**src/rtl/computie_bus_master_ctrl_if.sv**
```systemverilog
// Computie bus master signal bundle: local request/response side plus the
// multiplexed AD pad demux and bus strobes.
interface computie_bus_master_ctrl_if #(
  parameter int BITWIDTH = 32
);
  logic                req_valid;
  logic                req_ready;
  logic                req_write;
  logic [BITWIDTH-1:0] req_addr;
  logic [BITWIDTH-1:0] req_wdata;
  logic                rsp_valid;
  logic                rsp_error;
  logic [BITWIDTH-1:0] rsp_rdata;
  logic                ad_oe;
  logic [BITWIDTH-1:0] ad_out;
  logic [BITWIDTH-1:0] ad_in;
  logic                as_n;
  logic                ds_n;
  logic                write_n;
  logic                ack_n;
  logic                berr_n;

  // Controller view.
  modport master (
    input  req_valid, req_write, req_addr, req_wdata, ad_in, ack_n, berr_n,
    output req_ready, rsp_valid, rsp_error, rsp_rdata, ad_oe, ad_out,
           as_n, ds_n, write_n
  );

  // Requester / pad / target view.
  modport slave (
    output req_valid, req_write, req_addr, req_wdata, ad_in, ack_n, berr_n,
    input  req_ready, rsp_valid, rsp_error, rsp_rdata, ad_oe, ad_out,
           as_n, ds_n, write_n
  );
endinterface

```
**src/rtl/computie_bus_master_ctrl.sv**
```systemverilog
// Bus-master sequencer for the multiplexed Computie AD bus.
//
//  state  | meaning
//  IDLE   | ready for a request, bus released
//  ADDR   | one cycle address phase, controller drives AD
//  TURN   | read turnaround, AD released, no data strobe
//  DATA_W | write data phase, controller drives AD, waits for ack/berr/timeout
//  DATA_R | read data phase, target drives AD, waits for ack/berr/timeout
//  END    | response strobe and bus recovery cycle
module computie_bus_master_ctrl #(
  parameter int BITWIDTH       = 32,
  parameter int TURNAROUND     = 1,
  parameter int TIMEOUT_CYCLES = 255
) (
  input logic                         clock,
  input logic                         reset_n,
  computie_bus_master_ctrl_if.master  bus
);
  localparam int CNT_W = $clog2(TIMEOUT_CYCLES + TURNAROUND + 1);

  typedef enum logic [2:0] {
    S_IDLE, S_ADDR, S_TURN, S_DATA_W, S_DATA_R, S_END
  } state_t;

  state_t              state_q, state_d;
  logic [BITWIDTH-1:0] addr_q, wdata_q, rdata_q;
  logic                write_q;
  logic [CNT_W-1:0]    cnt_q;

  logic ack, berr, turn_last, tmo_last, in_data;
  assign ack       = ~bus.ack_n;
  assign berr      = ~bus.berr_n;
  assign turn_last = (cnt_q == CNT_W'(TURNAROUND - 1));
  assign tmo_last  = (cnt_q == CNT_W'(TIMEOUT_CYCLES - 1));
  assign in_data   = (state_q == S_DATA_W) || (state_q == S_DATA_R);

  // Next-state outputs are computed combinationally and registered so the pads see clean levels.
  logic                oe_d, as_n_d, ds_n_d, write_n_d, ready_d, rsp_valid_d, rsp_error_d;
  logic [BITWIDTH-1:0] ad_out_d;
  logic                oe_q, as_n_q, ds_n_q, write_n_q, ready_q, rsp_valid_q, rsp_error_q;
  logic [BITWIDTH-1:0] ad_out_q;

  // State register.
  always_ff @(posedge clock or negedge reset_n) begin
    if (!reset_n) state_q <= S_IDLE;
    else          state_q <= state_d;
  end

  // Next-state logic; berr, then ack, then timeout decide the data phase exit.
  always_comb begin
    state_d = state_q;
    unique case (state_q)
      S_IDLE:   if (bus.req_valid) state_d = S_ADDR;
      S_ADDR:   state_d = write_q ? S_DATA_W : S_TURN;
      S_TURN:   if (turn_last) state_d = S_DATA_R;
      S_DATA_W,
      S_DATA_R: if (berr || ack || tmo_last) state_d = S_END;
      S_END:    state_d = S_IDLE;
      default:  state_d = S_IDLE;
    endcase
  end

  // Output decode from the upcoming state; the address is taken straight from the request on accept.
  always_comb begin
    oe_d        = 1'b0;
    ad_out_d    = '0;
    as_n_d      = 1'b1;
    ds_n_d      = 1'b1;
    write_n_d   = 1'b1;
    ready_d     = 1'b0;
    rsp_valid_d = 1'b0;
    rsp_error_d = 1'b0;
    unique case (state_d)
      S_IDLE: ready_d = 1'b1;
      S_ADDR: begin
        oe_d      = 1'b1;
        ad_out_d  = bus.req_addr;
        as_n_d    = 1'b0;
        write_n_d = ~bus.req_write;
      end
      S_TURN: begin
        as_n_d    = 1'b0;
        write_n_d = ~write_q;
      end
      S_DATA_W: begin
        oe_d      = 1'b1;
        ad_out_d  = wdata_q;
        as_n_d    = 1'b0;
        ds_n_d    = 1'b0;
        write_n_d = ~write_q;
      end
      S_DATA_R: begin
        as_n_d    = 1'b0;
        ds_n_d    = 1'b0;
        write_n_d = ~write_q;
      end
      S_END: begin
        rsp_valid_d = 1'b1;
        // END is only entered from a data phase: anything but a clean ack is an error.
        rsp_error_d = berr || !ack;
      end
      default: ready_d = 1'b0;
    endcase
  end

  // Registered bus and response outputs.
  always_ff @(posedge clock or negedge reset_n) begin
    if (!reset_n) begin
      oe_q        <= 1'b0;
      ad_out_q    <= '0;
      as_n_q      <= 1'b1;
      ds_n_q      <= 1'b1;
      write_n_q   <= 1'b1;
      ready_q     <= 1'b1;
      rsp_valid_q <= 1'b0;
      rsp_error_q <= 1'b0;
    end else begin
      oe_q        <= oe_d;
      ad_out_q    <= ad_out_d;
      as_n_q      <= as_n_d;
      ds_n_q      <= ds_n_d;
      write_n_q   <= write_n_d;
      ready_q     <= ready_d;
      rsp_valid_q <= rsp_valid_d;
      rsp_error_q <= rsp_error_d;
    end
  end

  // Request capture, phase counter and read data capture.
  always_ff @(posedge clock or negedge reset_n) begin
    if (!reset_n) begin
      addr_q  <= '0;
      wdata_q <= '0;
      write_q <= 1'b0;
      cnt_q   <= '0;
      rdata_q <= '0;
    end else begin
      if (state_q == S_IDLE && bus.req_valid) begin
        addr_q  <= bus.req_addr;
        wdata_q <= bus.req_wdata;
        write_q <= bus.req_write;
      end
      if (state_q == S_TURN)  cnt_q <= turn_last ? '0 : cnt_q + 1'b1;
      else if (in_data)       cnt_q <= cnt_q + 1'b1;
      else                    cnt_q <= '0;
      if (state_q == S_DATA_R && ack && !berr) rdata_q <= bus.ad_in;
    end
  end

  assign bus.req_ready = ready_q;
  assign bus.rsp_valid = rsp_valid_q;
  assign bus.rsp_error = rsp_error_q;
  assign bus.rsp_rdata = rdata_q;
  assign bus.ad_oe     = oe_q;
  assign bus.ad_out    = ad_out_q;
  assign bus.as_n      = as_n_q;
  assign bus.ds_n      = ds_n_q;
  assign bus.write_n   = write_n_q;
endmodule
```
**src/flat_wrapper.sv**
```systemverilog
// flat-port wrapper written by rule: the top's interface ports become plain ports
module computie_bus_master_ctrl_flat 
#(
  parameter int BITWIDTH       = 32,
  parameter int TURNAROUND     = 1,
  parameter int TIMEOUT_CYCLES = 255
)
  (clock, reset_n, bus_req_valid, bus_req_write, bus_req_addr, bus_req_wdata, bus_ad_in, bus_ack_n, bus_berr_n, bus_req_ready, bus_rsp_valid, bus_rsp_error, bus_rsp_rdata, bus_ad_oe, bus_ad_out, bus_as_n, bus_ds_n, bus_write_n);
  computie_bus_master_ctrl_if #(.BITWIDTH(BITWIDTH)) bus_i ();
  input logic clock;
  input logic reset_n;
  input wire logic [$bits(bus_i.req_valid)-1:0] bus_req_valid;
  input wire logic [$bits(bus_i.req_write)-1:0] bus_req_write;
  input wire logic [$bits(bus_i.req_addr)-1:0] bus_req_addr;
  input wire logic [$bits(bus_i.req_wdata)-1:0] bus_req_wdata;
  input wire logic [$bits(bus_i.ad_in)-1:0] bus_ad_in;
  input wire logic [$bits(bus_i.ack_n)-1:0] bus_ack_n;
  input wire logic [$bits(bus_i.berr_n)-1:0] bus_berr_n;
  output wire logic [$bits(bus_i.req_ready)-1:0] bus_req_ready;
  output wire logic [$bits(bus_i.rsp_valid)-1:0] bus_rsp_valid;
  output wire logic [$bits(bus_i.rsp_error)-1:0] bus_rsp_error;
  output wire logic [$bits(bus_i.rsp_rdata)-1:0] bus_rsp_rdata;
  output wire logic [$bits(bus_i.ad_oe)-1:0] bus_ad_oe;
  output wire logic [$bits(bus_i.ad_out)-1:0] bus_ad_out;
  output wire logic [$bits(bus_i.as_n)-1:0] bus_as_n;
  output wire logic [$bits(bus_i.ds_n)-1:0] bus_ds_n;
  output wire logic [$bits(bus_i.write_n)-1:0] bus_write_n;
  assign bus_i.req_valid = bus_req_valid;
  assign bus_i.req_write = bus_req_write;
  assign bus_i.req_addr = bus_req_addr;
  assign bus_i.req_wdata = bus_req_wdata;
  assign bus_i.ad_in = bus_ad_in;
  assign bus_i.ack_n = bus_ack_n;
  assign bus_i.berr_n = bus_berr_n;
  assign bus_req_ready = bus_i.req_ready;
  assign bus_rsp_valid = bus_i.rsp_valid;
  assign bus_rsp_error = bus_i.rsp_error;
  assign bus_rsp_rdata = bus_i.rsp_rdata;
  assign bus_ad_oe = bus_i.ad_oe;
  assign bus_ad_out = bus_i.ad_out;
  assign bus_as_n = bus_i.as_n;
  assign bus_ds_n = bus_i.ds_n;
  assign bus_write_n = bus_i.write_n;
  computie_bus_master_ctrl #(.BITWIDTH(BITWIDTH), .TURNAROUND(TURNAROUND), .TIMEOUT_CYCLES(TIMEOUT_CYCLES)) u_core (.clock(clock), .reset_n(reset_n), .bus(bus_i));
endmodule
```
**config.mk**
```make
export PLATFORM = sky130hd
export DESIGN_NAME = computie_bus_master_ctrl_flat
export DESIGN_NICKNAME = d
export VERILOG_FILES = /design/src/rtl/computie_bus_master_ctrl_if.sv /design/src/rtl/computie_bus_master_ctrl.sv /design/src/flat_wrapper.sv
export SDC_FILE = /design/constraint.sdc
export NUM_CORES = 1
export LEC_CHECK = 0
export ABC_AREA = 1
export ABC_CLOCK_PERIOD_IN_PS = 2300
export CORE_MARGIN = 2
export CORE_UTILIZATION = 48
export DETAILED_ROUTE_END_ITERATION = 10
export PLACE_DENSITY = 0.95
export SETUP_SLACK_MARGIN = 0.2
export SYNTH_ARGS = -nofsm -noshare
export SYNTH_HDL_FRONTEND = slang
export SYNTH_SLANG_ARGS = --single-unit
```
**constraint.sdc**
```tcl
create_clock -name clock -period 2.3 [get_ports clock]
set_input_delay 0.46 -clock clock [delete_from_list [all_inputs] [get_ports clock]]
set_output_delay 0.46 -clock clock [all_outputs]
set_load 0.02 [all_outputs]
```
After elaboration in Yosys (flattened, before gate mapping)
Index checks and enable logic that the tools add are counted.
Widths: inputs -> output; s select.
{"block": "op_classes", "n_addsub": 1, "multipliers": 0, "div": 0, "magnitude_cmp": 0, "n_eq_ne": 10, "shift": 0, "n_mux": 16, "n_bitwise": 4, "n_reduce_logical": 15}
{"cell": "$pmux 32 s2", "count": 1}
{"cell": "$mux 9", "count": 3}
{"cell": "$eq 3x2->1 const B", "count": 4}
{"cell": "$pmux 3 s4", "count": 1}
{"cell": "$add 9x1->9 const B", "count": 1}
{"cell": "$eq 3x3->1 const B", "count": 3}
{"cell": "$eq 9x8->1 const B", "count": 1}
{"cell": "$logic_not 9->1", "count": 1}
{"cell": "$mux 3", "count": 3}
{"cell": "$mux 1", "count": 7}
{"cell": "$eq 3x1->1 const B", "count": 2}
{"cell": "$logic_not 3->1", "count": 2}
{"cell": "$reduce_or 2->1", "count": 3}
{"cell": "$logic_or 1x1->1", "count": 4}
{"cell": "$not 1->1", "count": 4}
{"cell": "$reduce_or 4->1", "count": 1}
{"cell": "$logic_and 1x1->1", "count": 3}
{"cell": "$reduce_or 3->1", "count": 1}
{"cell": "$pmux 1 s2", "count": 1}
{"block": "totals", "register_bits": 116, "latch_bits": 0, "mem_bits_rw": 0, "rom_bits": 0, "in_bits": 102, "output_inout_bits": 71, "elab_cells": 59, "memories": 0}

Logic depth before layout (Yosys ltp)
{"block": "logic_depth", "word_depth": 8, "ltp_mapped": 14, "mapped_depth_nobuf": 13}

Worst setup path after synthesis
OpenSTA, ideal clock, no wires.
{"block": "synth_path", "path_type": "register to register", "start": "register u_core.cnt_q[0]", "end": "register u_core.ad_out_q[0] (netlist: u_core.bus.ad_out[0])", "setup_time_ns": 0.115, "arrival_ns": 1.460, "required_ns": 2.185, "setup_slack_ns": 0.725, "path_stages_with_launch": 15, "path_buffers": 1, "period_less_slack_ns": 1.575, "path_cell_list": "dfrtp_1 > inv_1 > ha_1 > nand2_1 > nor2_1 > nand2_1 > nand2_1 > nand2_2 > nor2_8 > inv_4 > nand2_4 > inv_4 > buf_12 > nand2_2 > nand2_2"}
{"block": "synth_via", "elab_chain_cells": 6, "elab_cells_between_ends": 9, "classes_between": "3 x eq/ne; 4 x mux; 2 x reduce/logical"}
{"item": "from (decl)", "line_no": "computie_bus_master_ctrl.sv:28", "source": "logic [CNT_W-1:0] cnt_q;"}
{"item": "from (signal assigned)", "line_no": "computie_bus_master_ctrl.sv:143", "source": "if (state_q == S_TURN) cnt_q <= turn_last ? '0 : cnt_q + 1'b1;"}
{"item": "from (signal assigned)", "line_no": "computie_bus_master_ctrl.sv:144", "source": "else if (in_data) cnt_q <= cnt_q + 1'b1;"}
{"item": "$eq 9x8->1", "line_no": "computie_bus_master_ctrl.sv:34", "source": "assign tmo_last = (cnt_q == CNT_W'(TIMEOUT_CYCLES - 1));"}
{"item": "$logic_or 1x1->1", "line_no": "computie_bus_master_ctrl.sv:57", "source": "S_DATA_R: if (berr || ack || tmo_last) state_d = S_END;"}
{"item": "$mux 3", "line_no": "computie_bus_master_ctrl.sv:57"}
{"item": "$pmux 3 s4 (*)", "line_no": "computie_bus_master_ctrl.sv:52", "source": "unique case (state_q)"}
{"item": "net u_core.state_d[1]", "line_no": "computie_bus_master_ctrl.sv:25", "source": "state_t state_q, state_d;"}
{"item": "$eq 3x2->1 / $eq 3x1->1 (equally long branches)", "line_no": "computie_bus_master_ctrl.sv:73", "source": "unique case (state_d)"}
{"item": "$pmux 32 s2 (*)", "line_no": "computie_bus_master_ctrl.sv:73"}
{"item": "net u_core.ad_out_d[0]", "line_no": "computie_bus_master_ctrl.sv:39", "source": "logic [BITWIDTH-1:0] ad_out_d;"}
{"item": "to (signal assigned)", "line_no": "computie_bus_master_ctrl.sv:119", "source": "ad_out_q <= ad_out_d;"}
{"item": "to (decl)", "line_no": "computie_bus_master_ctrl.sv:41", "source": "logic [BITWIDTH-1:0] ad_out_q;"}
Mark *: on every way through the listed nets, which the timed path passes. The rest lies on a longest branch.
A chain may end at the register's enable or synchronous reset.

Worst setup path in the final report
{"block": "layout_path", "start": "register u_core.rdata_q[26] (netlist: u_core.bus.rsp_rdata[26])", "end": "output port bus_rsp_rdata[26]"}
{"item": "from (decl)", "line_no": "computie_bus_master_ctrl.sv:26", "source": "logic [BITWIDTH-1:0] addr_q, wdata_q, rdata_q;"}
{"item": "from (signal assigned)", "line_no": "computie_bus_master_ctrl.sv:146", "source": "if (state_q == S_DATA_R && ack && !berr) rdata_q <= bus.ad_in;"}
{"item": "to (decl)", "line_no": "flat_wrapper.sv:22", "source": "output wire logic [$bits(bus_i.rsp_rdata)-1:0] bus_rsp_rdata;"}
No word-level cell between the ends.

==> summary.md <==
| Metric | Value |
|---|---|
| Status | `finished, final reports clean` |
| Synth cell types | `28` |
| Hold path startpoint | `u_core.wdata_q[11]` |
| Syn Inst Count | `about 460` |
| TritonCTS Buffers | `17` |
| Total grt overflow | `0` |
| Cell family with most CP delay | `buffers and inverters` |
| Via density | `4.77` |
| GRT Overall Usage | `22.5%` |
| Worst-margin pin slew | `~680 ps` |
| Final WS setup | `about 350 ps` |
| Die X | `about 100 microns` |
| Final #Nets | `745` |
| Cell Chain, Critical Path | `clkdlybuf4s50_1` |
| Global-route wire length before repair | `18100 microns` |
| Area after DPL | `between 0.006 and 0.007 sq mm` |
| Worst IR drop on VDD | `~0.65 mV` |
| Final non-filler cell total | `786` |
| H-tree level count | `4` |
| R2R cell count | `13` |
| Port Buf Inserts | `around 170` |
| Filler cell count | `~650` |
| Core area | `0.00959 sq mm` |
| Drt pass-1 iters | `4` |
| Slew Viols, Final | `0` |
| Worst Hold Class | `register to register` |
| Num rows | `36` |
| Share of layout cells above drive strength 1 | `between 15 and 20%` |
| Critical Path AT | `1490 ps` |
| Initial antenna violation count | `0` |
| Placed Cells | `roughly 750` |
| MaxCap Viol Count | `0` |
| Via Count | `approximately 3800` |
| Die area | `between 0.01 and 0.015 sq mm` |
| P per Cell Area | `between 1000 and 1500 mW/mm^2` |
| Fin. Hold Viols | `0` |
| Area growth syn-to-layout | `52.5%` |
| 1st-iter DRT viols | `roughly 110` |
| Clock Sinks | `116` |
| Worst path bufs/invs | `1` |
| Number of setup buffers added after CTS | `0` |
| RSZ-0062 raised after global routing | `no` |
| RR Endpoint | `u_core.bus.ad_out[29]` |
| Wirelength, routed | `between 10000 and 15000 microns` |
| Setup violators final | `0` |
| Leakage | `~3.4 nW` |
| Critical Path RT | `1840 ps` |
| Worst setup SP type | `register` |
| Clk Latency, worst-skew pair | `~500 ps` |
| Syn avg cell area | `roughly 10 sq um` |
| Area of the mapped netlist | `0.00467 sq mm` |
| Fmax | `513 MHz` |
| Largest net degree at the start of global routing | `65` |
| Clk slew on worst S/H paths | `60 ps` |
| Post-route DRC | `0` |
| Tmin final | `a little under 2000 ps` |
| I/O pin count | `approximately 170` |
| Hold Path End | `u_core.bus.ad_out[11]` |
| Synthesized flop and latch total | `between 100 and 150` |
| Crit path max fanout | `2` |
| Crit. End Element | `primary output` |
| Final HPWL DP | `approximately 8000 microns` |
| Crit-path max cell delay | `about 630 ps` |
| Worst R2R Setup Slack | `between 400 and 500 ps` |
| Max Clock Skew | `between 10 and 15 ps` |
| ANT cells | `0` |
| Yosys warns | `0` |
| Hold Path Depth | `2` |
| Mapped Nets | `about 560` |
| Crit path max-delay cell type | `clkdlybuf4s50_1` |
| Seq/Total Area, Yosys | `62.2%` |
| Die Ht | `~100 microns` |
| Final setup TNS | `0 ps` |
| Worst slack, placed | `around 110 ps` |
| CTS root buf | `clkbuf_8` |
| Initial Utilization | `about half` |
| Utilization after layout | `74.2%` |
| WS Path Type | `register to primary output` |
| Finished Cell Area | `around 0.0071 sq mm` |
| FF-to-FF Start | `u_core.cnt_q[0]` |
| Clock buffer depth | `2` |
| Antenna viol nets, final | `0` |
| GP Congestion | `about 0.86` |
| Vias in the first global route | `~3900` |
| Period utilisation layout | `a little over four fifths` |
| Routed wire per std cell | `approximately 15 microns` |
| CTS tree | `yes` |
| Max_slew headroom | `a little over half` |
## routing by layer
layer	global-route usage [%]	part of all wire [%]	vias up
met5	0	0	-
met3	6.10	7.0	16
met2	40.1	52	142
met4	7.28	1.4	0
li1	-	-	1780
met1	26.3	40	1815
## layout make-up
cell class	count	area (sq um)	share of cell area (%)
sequential	116	2910	40.8
tap	133	166	2.34
timing repair buffer	178	1800	25.3
inverter	24	95.1	1.33
clock buffer	20	435	6.11
multi-input combinational	303	1560	21.9
clock inverter	12	156	2.20
## metrics by stage
stage          hold WS (ps)  total power [mW]
2_1_floorplan           164              5.31
3_3_place_gp            451              6.76
3_5_place_dp            457              6.91
4_1_cts                 467              9.55
5_1_grt                 488              10.0
6_report                469              9.48
## power by group
part	internal [mW]	switching, mW	total, mW
Combinational	1.61	1.97	3.57
Sequential	2.90	0.424	3.32
Clock	1.68	0.905	2.58
## synth_stat cells
cell type | n | area, sq um
clkbuf_1 | 4 | 15.0
inv_2 | 1 | 3.75
nor3_1 | 4 | 20.0
nand2_4 | 1 | 11.3
and2_1 | 1 | 6.26
buf_8 | 1 | 15.0
buf_2 | 9 | 45.0
dfrtp_1 | 112 | 2800
inv_4 | 2 | 12.5
buf_6 | 1 | 11.3
ha_1 | 3 | 37.5
nor2_1 | 19 | 71.3
nand2_1 | 188 | 706
nand2_2 | 27 | 169
a21oi_1 | 5 | 25.0
xnor2_1 | 2 | 17.5
nor2_2 | 2 | 12.5
buf_12 | 1 | 20.0
nor2_8 | 1 | 20.0
dfstp_2 | 4 | 105
nand3_2 | 1 | 10.0
o21ai_2 | 1 | 8.76
nand3_1 | 11 | 55.1
xor2_1 | 2 | 17.5
o21ai_1 | 1 | 5.00
mux2_2 | 32 | 360
inv_1 | 21 | 78.8
o21ai_0 | 2 | 10.0
## cells by family after synthesis
| family | count (synthesis) | synth area share [%] |
|---|---|---|
| adders and majority gates | 3 | 0.804 |
| and+or+nand+nor | 255 | 23.1 |
| xor gates and xnor gates | 4 | 0.750 |
| DFF | 116 | 62.2 |
| muxes | 32 | 7.71 |
| AOI/OAI and AO/OA | 9 | 1.04 |
| buffers and inverters | 40 | 4.31 |
## flip-flops by register name, indices dropped and copies added (netlist names)
| signal | cells |
|---|---|
| u_core.bus.req_ready | 1 |
| u_core.bus.ds_n | 1 |
| u_core.bus.ad_oe | 1 |
| u_core.bus.as_n | 1 |
| u_core.bus.rsp_rdata | 32 |
| u_core.bus.write_n | 1 |
| u_core.state_q | 3 |
| u_core.bus.ad_out | 32 |
| u_core.bus.rsp_valid | 1 |
| u_core.cnt_q | 9 |
| u_core.wdata_q | 32 |
| u_core.write_q | 1 |
| u_core.bus.rsp_error | 1 |
## repair_timing
| item | in CTS | in global routing |
|---|---|---|
| resized for setup | 4 | 0 |
| hold buffers | 1 | 0 |
| endpoints found under the setup margin | 4 | 0 |
| endpoints found under the hold margin | 33 | 0 |
## placed cells by master (no fill, tap or decap), types with 2 or more instances in the layout
| cell type | instances |
|---|---|
| dfstp_2 | 4 |
| o21ai_0 | 2 |
| clkdlybuf4s50_1 | 167 |
| dlygate4sd2_1 | 4 |
| a21oi_1 | 5 |
| inv_4 | 2 |
| clkbuf_16 | 16 |
| clkbuf_8 | 2 |
| mux2_2 | 32 |
| nand2_2 | 27 |
| clkbuf_1 | 2 |
| nand3_1 | 11 |
| clkinv_2 | 3 |
| buf_12 | 3 |
| buf_4 | 3 |
| xor2_1 | 2 |
| clkinv_4 | 5 |
| dfrtp_1 | 112 |
| nand2_1 | 188 |
| inv_1 | 21 |
| ha_1 | 3 |
| bufinv_16 | 3 |
| nor3_1 | 4 |
| nor2_1 | 19 |
| nor2_2 | 2 |
| xnor2_1 | 2 |
## worst max-delay path by stage
stage / from / to / cells past startpoint
after global routing: u_core.cnt_q[0] / u_core.bus.ad_out[4] / 13
after global placement: bus_ack_n / u_core.bus.ds_n / 10
after CTS: u_core.bus.rsp_rdata[10] / bus_rsp_rdata[10] / 1
after detailed placement: bus_ack_n / u_core.bus.ad_out[4] / 11
final: u_core.bus.rsp_rdata[26] / bus_rsp_rdata[26] / 1
after floorplan: u_core.cnt_q[0] / u_core.bus.ad_out[0] / 14
(Power assumes the default switching activity.)
